$ cat src/rtl/uba_intack_pkg.sv
// Shared types and constants for the UBA interrupt-acknowledge responder.
// Bit numbering is little-endian throughout: PDP-10 bit n of a 36-bit word is bit 35-n here.
package uba_intack_pkg;

  typedef enum logic [1:0] {
    StIdle,
    StGrant,
    StDone,
    StRelease
  } state_e;

  localparam int unsigned WordW          = 36;
  localparam int unsigned CntW           = 8;
  localparam int unsigned DefaultTimeout = 63;

  // PDP-10 bits 14..17 hold the adapter number, bits 20..35 the device vector.
  localparam int unsigned UbaNumLsb = 18;
  localparam int unsigned UbaNumW   = 4;
  localparam int unsigned VectLsb   = 0;
  localparam int unsigned VectW     = 16;

  function automatic logic [WordW-1:0] vector_word(input logic [UbaNumW-1:0] ubanum,
                                                   input logic [VectW-1:0]   vect);
    logic [WordW-1:0] w;
    w = '0;
    w[UbaNumLsb +: UbaNumW] = ubanum;
    w[VectLsb +: VectW]     = vect;
    return w;
  endfunction

endpackage

$ cat src/rtl/uba_intack_if.sv
// CPU-side acknowledge handshake plus device request/grant/vector lines.
// The responder uses the slave modport; the CPU/device side drives through master.
interface uba_intack_if;
  import uba_intack_pkg::*;

  logic             busREQI;
  logic [2:0]       busPI;
  logic [2:0]       statPIH;
  logic [2:0]       statPIL;
  logic [7:4]       devINTR;
  logic [7:4]       devACKO;
  logic             devVECTV;
  logic [15:0]      devVECT;
  logic             busACKO;
  logic [WordW-1:0] busDATAO;
  logic             statTIMO;

  modport slave (
    input  busREQI,
    input  busPI,
    input  statPIH,
    input  statPIL,
    input  devINTR,
    input  devVECTV,
    input  devVECT,
    output devACKO,
    output busACKO,
    output busDATAO,
    output statTIMO
  );

  modport master (
    output busREQI,
    output busPI,
    output statPIH,
    output statPIL,
    output devINTR,
    output devVECTV,
    output devVECT,
    input  devACKO,
    input  busACKO,
    input  busDATAO,
    input  statTIMO
  );

endinterface

$ cat src/rtl/uba_intack_arb.sv
// Priority encoder: picks the winning bus request for the PI level being acknowledged.
// The BR7/BR6 group beats BR5/BR4 when both sit on the same level.
module uba_intack_arb (
  input  logic [7:4] dev_intr_i,
  input  logic [2:0] stat_pih_i,
  input  logic [2:0] stat_pil_i,
  input  logic [2:0] bus_pi_i,
  output logic [7:4] grant_o,
  output logic       match_o
);

  logic hi_match;
  logic lo_match;
  logic pi_valid;

  always_comb begin
    pi_valid = (bus_pi_i != 3'd0);
    hi_match = (dev_intr_i[7] | dev_intr_i[6]) & (stat_pih_i == bus_pi_i) & pi_valid;
    lo_match = (dev_intr_i[5] | dev_intr_i[4]) & (stat_pil_i == bus_pi_i) & pi_valid;

    grant_o = '0;
    if (hi_match) begin
      grant_o = dev_intr_i[7] ? 4'b1000 : 4'b0100;
    end else if (lo_match) begin
      grant_o = dev_intr_i[5] ? 4'b0010 : 4'b0001;
    end
    match_o = hi_match | lo_match;
  end

endmodule

$ cat src/rtl/uba_intack.sv
// UBA interrupt-acknowledge responder: grants the winning device, collects its vector
// and returns it to the CPU with a one-cycle acknowledge, or a zero word on timeout.
module uba_intack
  import uba_intack_pkg::*;
#(
  parameter logic [3:0]  UBANUM  = 4'd1,
  parameter int unsigned TIMEOUT = DefaultTimeout
) (
  input logic          clk,
  input logic          rst,
  uba_intack_if.slave  bus_io
);

  localparam logic [CntW-1:0] CntLast = CntW'(TIMEOUT - 1);

  state_e           state_q, state_d;
  logic [7:4]       devack_q, devack_d;
  logic [CntW-1:0]  cnt_q, cnt_d;
  logic             ack_q, ack_d;
  logic [WordW-1:0] data_q, data_d;
  logic             timo_q, timo_d;

  logic [7:4]       arb_grant;
  logic             arb_match;

  uba_intack_arb u_arb (
    .dev_intr_i (bus_io.devINTR),
    .stat_pih_i (bus_io.statPIH),
    .stat_pil_i (bus_io.statPIL),
    .bus_pi_i   (bus_io.busPI),
    .grant_o    (arb_grant),
    .match_o    (arb_match)
  );

  always_ff @(posedge clk) begin
    if (!rst) begin
      state_q  <= StIdle;
      devack_q <= '0;
      cnt_q    <= '0;
      ack_q    <= 1'b0;
      data_q   <= '0;
      timo_q   <= 1'b0;
    end else begin
      state_q  <= state_d;
      devack_q <= devack_d;
      cnt_q    <= cnt_d;
      ack_q    <= ack_d;
      data_q   <= data_d;
      timo_q   <= timo_d;
    end
  end

  // Acknowledge, data word and timeout flag default low so they live for DONE only.
  always_comb begin
    state_d  = state_q;
    devack_d = devack_q;
    cnt_d    = cnt_q;
    ack_d    = 1'b0;
    data_d   = '0;
    timo_d   = 1'b0;

    unique case (state_q)
      StIdle: begin
        if (bus_io.busREQI && arb_match) begin
          devack_d = arb_grant;
          cnt_d    = '0;
          state_d  = StGrant;
        end
      end
      StGrant: begin
        cnt_d = cnt_q + 8'd1;
        if (bus_io.devVECTV) begin
          data_d   = vector_word(UBANUM, bus_io.devVECT);
          ack_d    = 1'b1;
          devack_d = '0;
          state_d  = StDone;
        end else if (cnt_q == CntLast) begin
          ack_d    = 1'b1;
          timo_d   = 1'b1;
          devack_d = '0;
          state_d  = StDone;
        end
      end
      StDone: begin
        state_d = StRelease;
      end
      StRelease: begin
        // A request still held from the last cycle must not be acknowledged twice.
        if (!bus_io.busREQI) begin
          state_d = StIdle;
        end
      end
      default: begin
        state_d  = StIdle;
        devack_d = '0;
      end
    endcase
  end

  always_comb begin
    bus_io.devACKO  = devack_q;
    bus_io.busACKO  = ack_q;
    bus_io.busDATAO = data_q;
    bus_io.statTIMO = timo_q;
  end

  a_grant_onehot0 : assert property (@(posedge clk) $onehot0(devack_q));

  a_grant_stable : assert property (@(posedge clk) disable iff (!rst)
      (state_q == StGrant && state_d == StGrant) |=> $stable(devack_q));

endmodule

$ cat src/flat_wrapper.sv
// flat-port wrapper written by rule: the top's interface ports become plain ports
module uba_intack_flat import uba_intack_pkg::*;
#(
  parameter logic [3:0]  UBANUM  = 4'd1,
  parameter int unsigned TIMEOUT = DefaultTimeout
)
  (clk, rst, bus_io_busREQI, bus_io_busPI, bus_io_statPIH, bus_io_statPIL, bus_io_devINTR, bus_io_devVECTV, bus_io_devVECT, bus_io_devACKO, bus_io_busACKO, bus_io_busDATAO, bus_io_statTIMO);
  uba_intack_if bus_io_i ();
  input logic clk;
  input logic rst;
  input wire logic [$bits(bus_io_i.busREQI)-1:0] bus_io_busREQI;
  input wire logic [$bits(bus_io_i.busPI)-1:0] bus_io_busPI;
  input wire logic [$bits(bus_io_i.statPIH)-1:0] bus_io_statPIH;
  input wire logic [$bits(bus_io_i.statPIL)-1:0] bus_io_statPIL;
  input wire logic [$bits(bus_io_i.devINTR)-1:0] bus_io_devINTR;
  input wire logic [$bits(bus_io_i.devVECTV)-1:0] bus_io_devVECTV;
  input wire logic [$bits(bus_io_i.devVECT)-1:0] bus_io_devVECT;
  output wire logic [$bits(bus_io_i.devACKO)-1:0] bus_io_devACKO;
  output wire logic [$bits(bus_io_i.busACKO)-1:0] bus_io_busACKO;
  output wire logic [$bits(bus_io_i.busDATAO)-1:0] bus_io_busDATAO;
  output wire logic [$bits(bus_io_i.statTIMO)-1:0] bus_io_statTIMO;
  assign bus_io_i.busREQI = bus_io_busREQI;
  assign bus_io_i.busPI = bus_io_busPI;
  assign bus_io_i.statPIH = bus_io_statPIH;
  assign bus_io_i.statPIL = bus_io_statPIL;
  assign bus_io_i.devINTR = bus_io_devINTR;
  assign bus_io_i.devVECTV = bus_io_devVECTV;
  assign bus_io_i.devVECT = bus_io_devVECT;
  assign bus_io_devACKO = bus_io_i.devACKO;
  assign bus_io_busACKO = bus_io_i.busACKO;
  assign bus_io_busDATAO = bus_io_i.busDATAO;
  assign bus_io_statTIMO = bus_io_i.statTIMO;
  uba_intack #(.UBANUM(UBANUM), .TIMEOUT(TIMEOUT)) u_core (.clk(clk), .rst(rst), .bus_io(bus_io_i));
endmodule
$ cat config.mk
export PLATFORM = sky130hd
export DESIGN_NAME = uba_intack_flat
export DESIGN_NICKNAME = d
export VERILOG_FILES = /design/src/rtl/uba_intack_pkg.sv /design/src/rtl/uba_intack_if.sv /design/src/rtl/uba_intack_arb.sv /design/src/rtl/uba_intack.sv /design/src/flat_wrapper.sv
export SDC_FILE = /design/constraint.sdc
export NUM_CORES = 1
export LEC_CHECK = 0
export ABC_CLOCK_PERIOD_IN_PS = 1800
export CAP_MARGIN = 10
export CORE_UTILIZATION = 40
export CTS_CLUSTER_SIZE = 40
export DETAILED_ROUTE_END_ITERATION = 10
export PLACE_DENSITY = 0.78
export SYNTH_ARGS = -nofsm -noshare
export SYNTH_HDL_FRONTEND = slang
export SYNTH_SLANG_ARGS = --single-unit
$ cat constraint.sdc
create_clock -name clk -period 1.8 [get_ports clk]
set_input_delay 0.18 -clock clk [delete_from_list [all_inputs] [get_ports clk]]
set_output_delay 0.18 -clock clk [all_outputs]
set_load 0.03 [all_outputs]
==> reports/metrics.cfg <==
[synth]
yosys.cell_types.count=42
synth-seq-cells=33
synth_top_area_share=0.4255
synth_area_leader_cell=dfxtp_1
async_reset_ff_frac=0
synthCells=170
synth-edff-count=0
syn_area_um2=1553
yosys_warnings=0
synth_ff_type=dfxtp_1
syn_area_per_cell_um2=9.134
synth_area_leaders=dfxtp_1 (43%), buf_4 (9.2%), and2_1 (6.4%), ha_1 (4.8%), nand2_1 (4.8%)
ys_seq_area_frac=0.4255

[sta]
rsz0062_at_grt=true
final-setup-viol-count=0
hold_viol_final=0
max_freq_mhz=586.4
finalCriticalPeriod_ps=1705
slew_viol_final=0
finalClockSkew_ps=5.299
fin_crit_sh=0.9475
hold_slack_ps=455.9
fin_setup_tns_ps=0

[grt]
grt_pass1_wl_um=5030
grtUsageMet2=0.2895
use_met1=0.1645
grtUsageTotal=0.1543
grt_max_degree=18
antenna_found_initial=0
grt_overflow=0
top_usage_layer=met2
grtUsageMet3=0.03571
grt_pass1_vias=1225

[clock_network]
root_buffer=clkbuf_8
cts.path.max_buffers=2
numClockSinks=33
cts_tree=yes
clk_transition_reported_paths_ps=70
postCtsSetupBuffers=0
clk_latency_ps=280
numCtsBuffers=5
htreeDepth=2

[setup_path]
crit_slowest_cell=clkdlybuf4s50_1
crit_chain=clkdlybuf4s50_1 -> o21bai_1 -> o21a_1 -> o2bb2ai_2 -> a31oi_4 -> buf_4 -> o21a_1 -> o21a_1
cpLargestDelayFamily=compound AO/OA/AOI/OAI gates
setup.worst_path.start_class=input port
timing.critical_path.buf_inv=2
critical_path.max_fanout=7
cp.arrival_ps=1880
cpPeakStageDelay_ps=520
timing.critical_path.to_type=register
critical_path.most_common_cell=o21a_1
cp.required_ps=1980
worstSetupPathType=in2reg

[cells_and_area]
area_growth_pct=43.84
drive_gt1_frac=0.1021
fill_cells=331
multi_input_area_um2=782.0
diodes=0
final_nets=273
register_area_um2=660.6

[job]
maxCapViolations=0

[pwr]
power.share.combinational=0.263
netSwitchingFraction=0.3046
leakagePower_nw=0.8883
peakVddDrop_mv=0.4693
seqPwrFrac=0.437
power_frac_clock=0.300
p_per_area_nw_per_um2=798.1
switchingPower_uw=542.9
internal_power_mw=1.240

[die]
chipHeight_um=64.31
coreArea_um2=3689
die-width_um=64.31
die_area_um2=4135
core.rowCount=22
start_util=0.4210
ios=75

[drt]
dr_total_vias=1280
wl_um=2887
antenna_left=0
drtIter0Drc=32
first_pass_iters=4
vias_per_cell=4.523
drc=0
wl_per_cell_um=10.20

[status]
status=finished clean

[placed_design]
io_buffer_count=55
globalplace.congestion=0.7818
dpl.hpwl_um=2241

[worst_hold_path]
hp-class=in2reg

==> sequential cells by signal, summed over array words and instances, names as in the netlist <==
register,count
u_core.bus_io.statTIMO,1
u_core.bus_io.busACKO,1
u_core.cnt_q,8
u_core.bus_io.devACKO,4
u_core.state_q,2
u_core.bus_io.busDATAO,17
==> placed cells by master (no fill, tap or decap), types with 3 or more instances in the layout <==
cell	n
clkdlybuf4s50_1	55
a21oi_1	6
nand3_1	4
nor2_1	4
buf_4	9
nand2_1	20
dfxtp_1	33
o21a_1	5
ha_1	6
conb_1	19
inv_1	7
mux2i_1	3
and2_1	16
nand3b_1	3
clkbuf_8	5
o22ai_1	5
==> per-stage QoR <==
step	power (mW)	instance area (µm²)	setup WS, ps	utilization	instances
floorplan	1.120	1620	298.0	-	188
global placement	1.242	2126	-238.0	0.5763	275
detailed placement	1.250	2126	-284.1	0.5763	275
CTS	1.780	2212	13.18	0.5997	283
global route	1.877	2233	-33.81	0.6055	283
finish	1.782	2233	94.57	0.6055	283
==> final timing paths <==
path | from | end | slack, ps | cells after the start
min reg2reg | u_core.bus_io.devACKO[5] | u_core.bus_io.devACKO[5] | 470 | 2
max reg2reg | u_core.state_q[0] | u_core.cnt_q[6] | 110 | 7
max | bus_io_busPI[0] | u_core.cnt_q[6] | 90 | 8
min | bus_io_devVECT[5] | u_core.bus_io.busDATAO[5] | 460 | 2
==> routing by layer <==
layer  wire length, µm  vias to the layer above
met5                 0                        -
met4                18                        0
met3               130                        2
met2              1528                       43
met1              1210                      575
li1                  -                      660
==> cells by family (layout without fill, tap and decap cells) <==
logic type                 count (synthesis)  count (layout)  share of synthesized area
and+or+nand+nor                           63              63                     0.2297
DFF                                       33              33                     0.4255
buffers and inverters                     32              79                     0.1281
AOI/OAI and AO/OA                         28              28                     0.1241
adders and majority gates                  6               6                    0.04835
xor gates and xnor gates                   4               4                    0.02257
muxes                                      3               3                    0.01934
other                                      1              19                   0.002415
==> power groups by stage <==
stage | clock network, mW | registers [mW] | logic (mW)
6_report | 0.535 | 0.779 | 0.469
5_1_grt | 0.576 | 0.783 | 0.518
4_1_cts | 0.544 | 0.779 | 0.457
3_5_place_dp | 0 | 0.796 | 0.454
3_3_place_gp | 0 | 0.795 | 0.448
2_1_floorplan | 0 | 0.830 | 0.289
==> timing repair <==
action	4_1_cts	5_1_grt
hold buffers	0	0
setup endpoints to repair	0	12
resized for setup	0	4
==> Yosys cell counts (2+ instances only) <==
library cell / instances
nand3b_1: 3
inv_1: 7
xor2_1: 2
clkbuf_1: 4
a32o_1: 2
nor2_1: 4
ha_1: 6
nand2_1: 20
o22ai_1: 5
nand4_1: 2
a21oi_1: 6
xnor2_1: 2
nand2b_1: 2
buf_4: 19
mux2i_1: 3
o21a_1: 5
nand3_1: 4
dfxtp_1: 33
or3b_2: 2
nor3_1: 2
and2_1: 16
==> cell type report <==
cell class	instances	share of cell area
clock buffer	5	0.03081
tap	48	0.02689
timing repair buffer	64	0.2768
multi-input combinational	123	0.3501
inverter	7	0.01176
clock inverter	3	0.007843
sequential	33	0.2958
No activity file was read; power rests on OpenSTA's default activity.
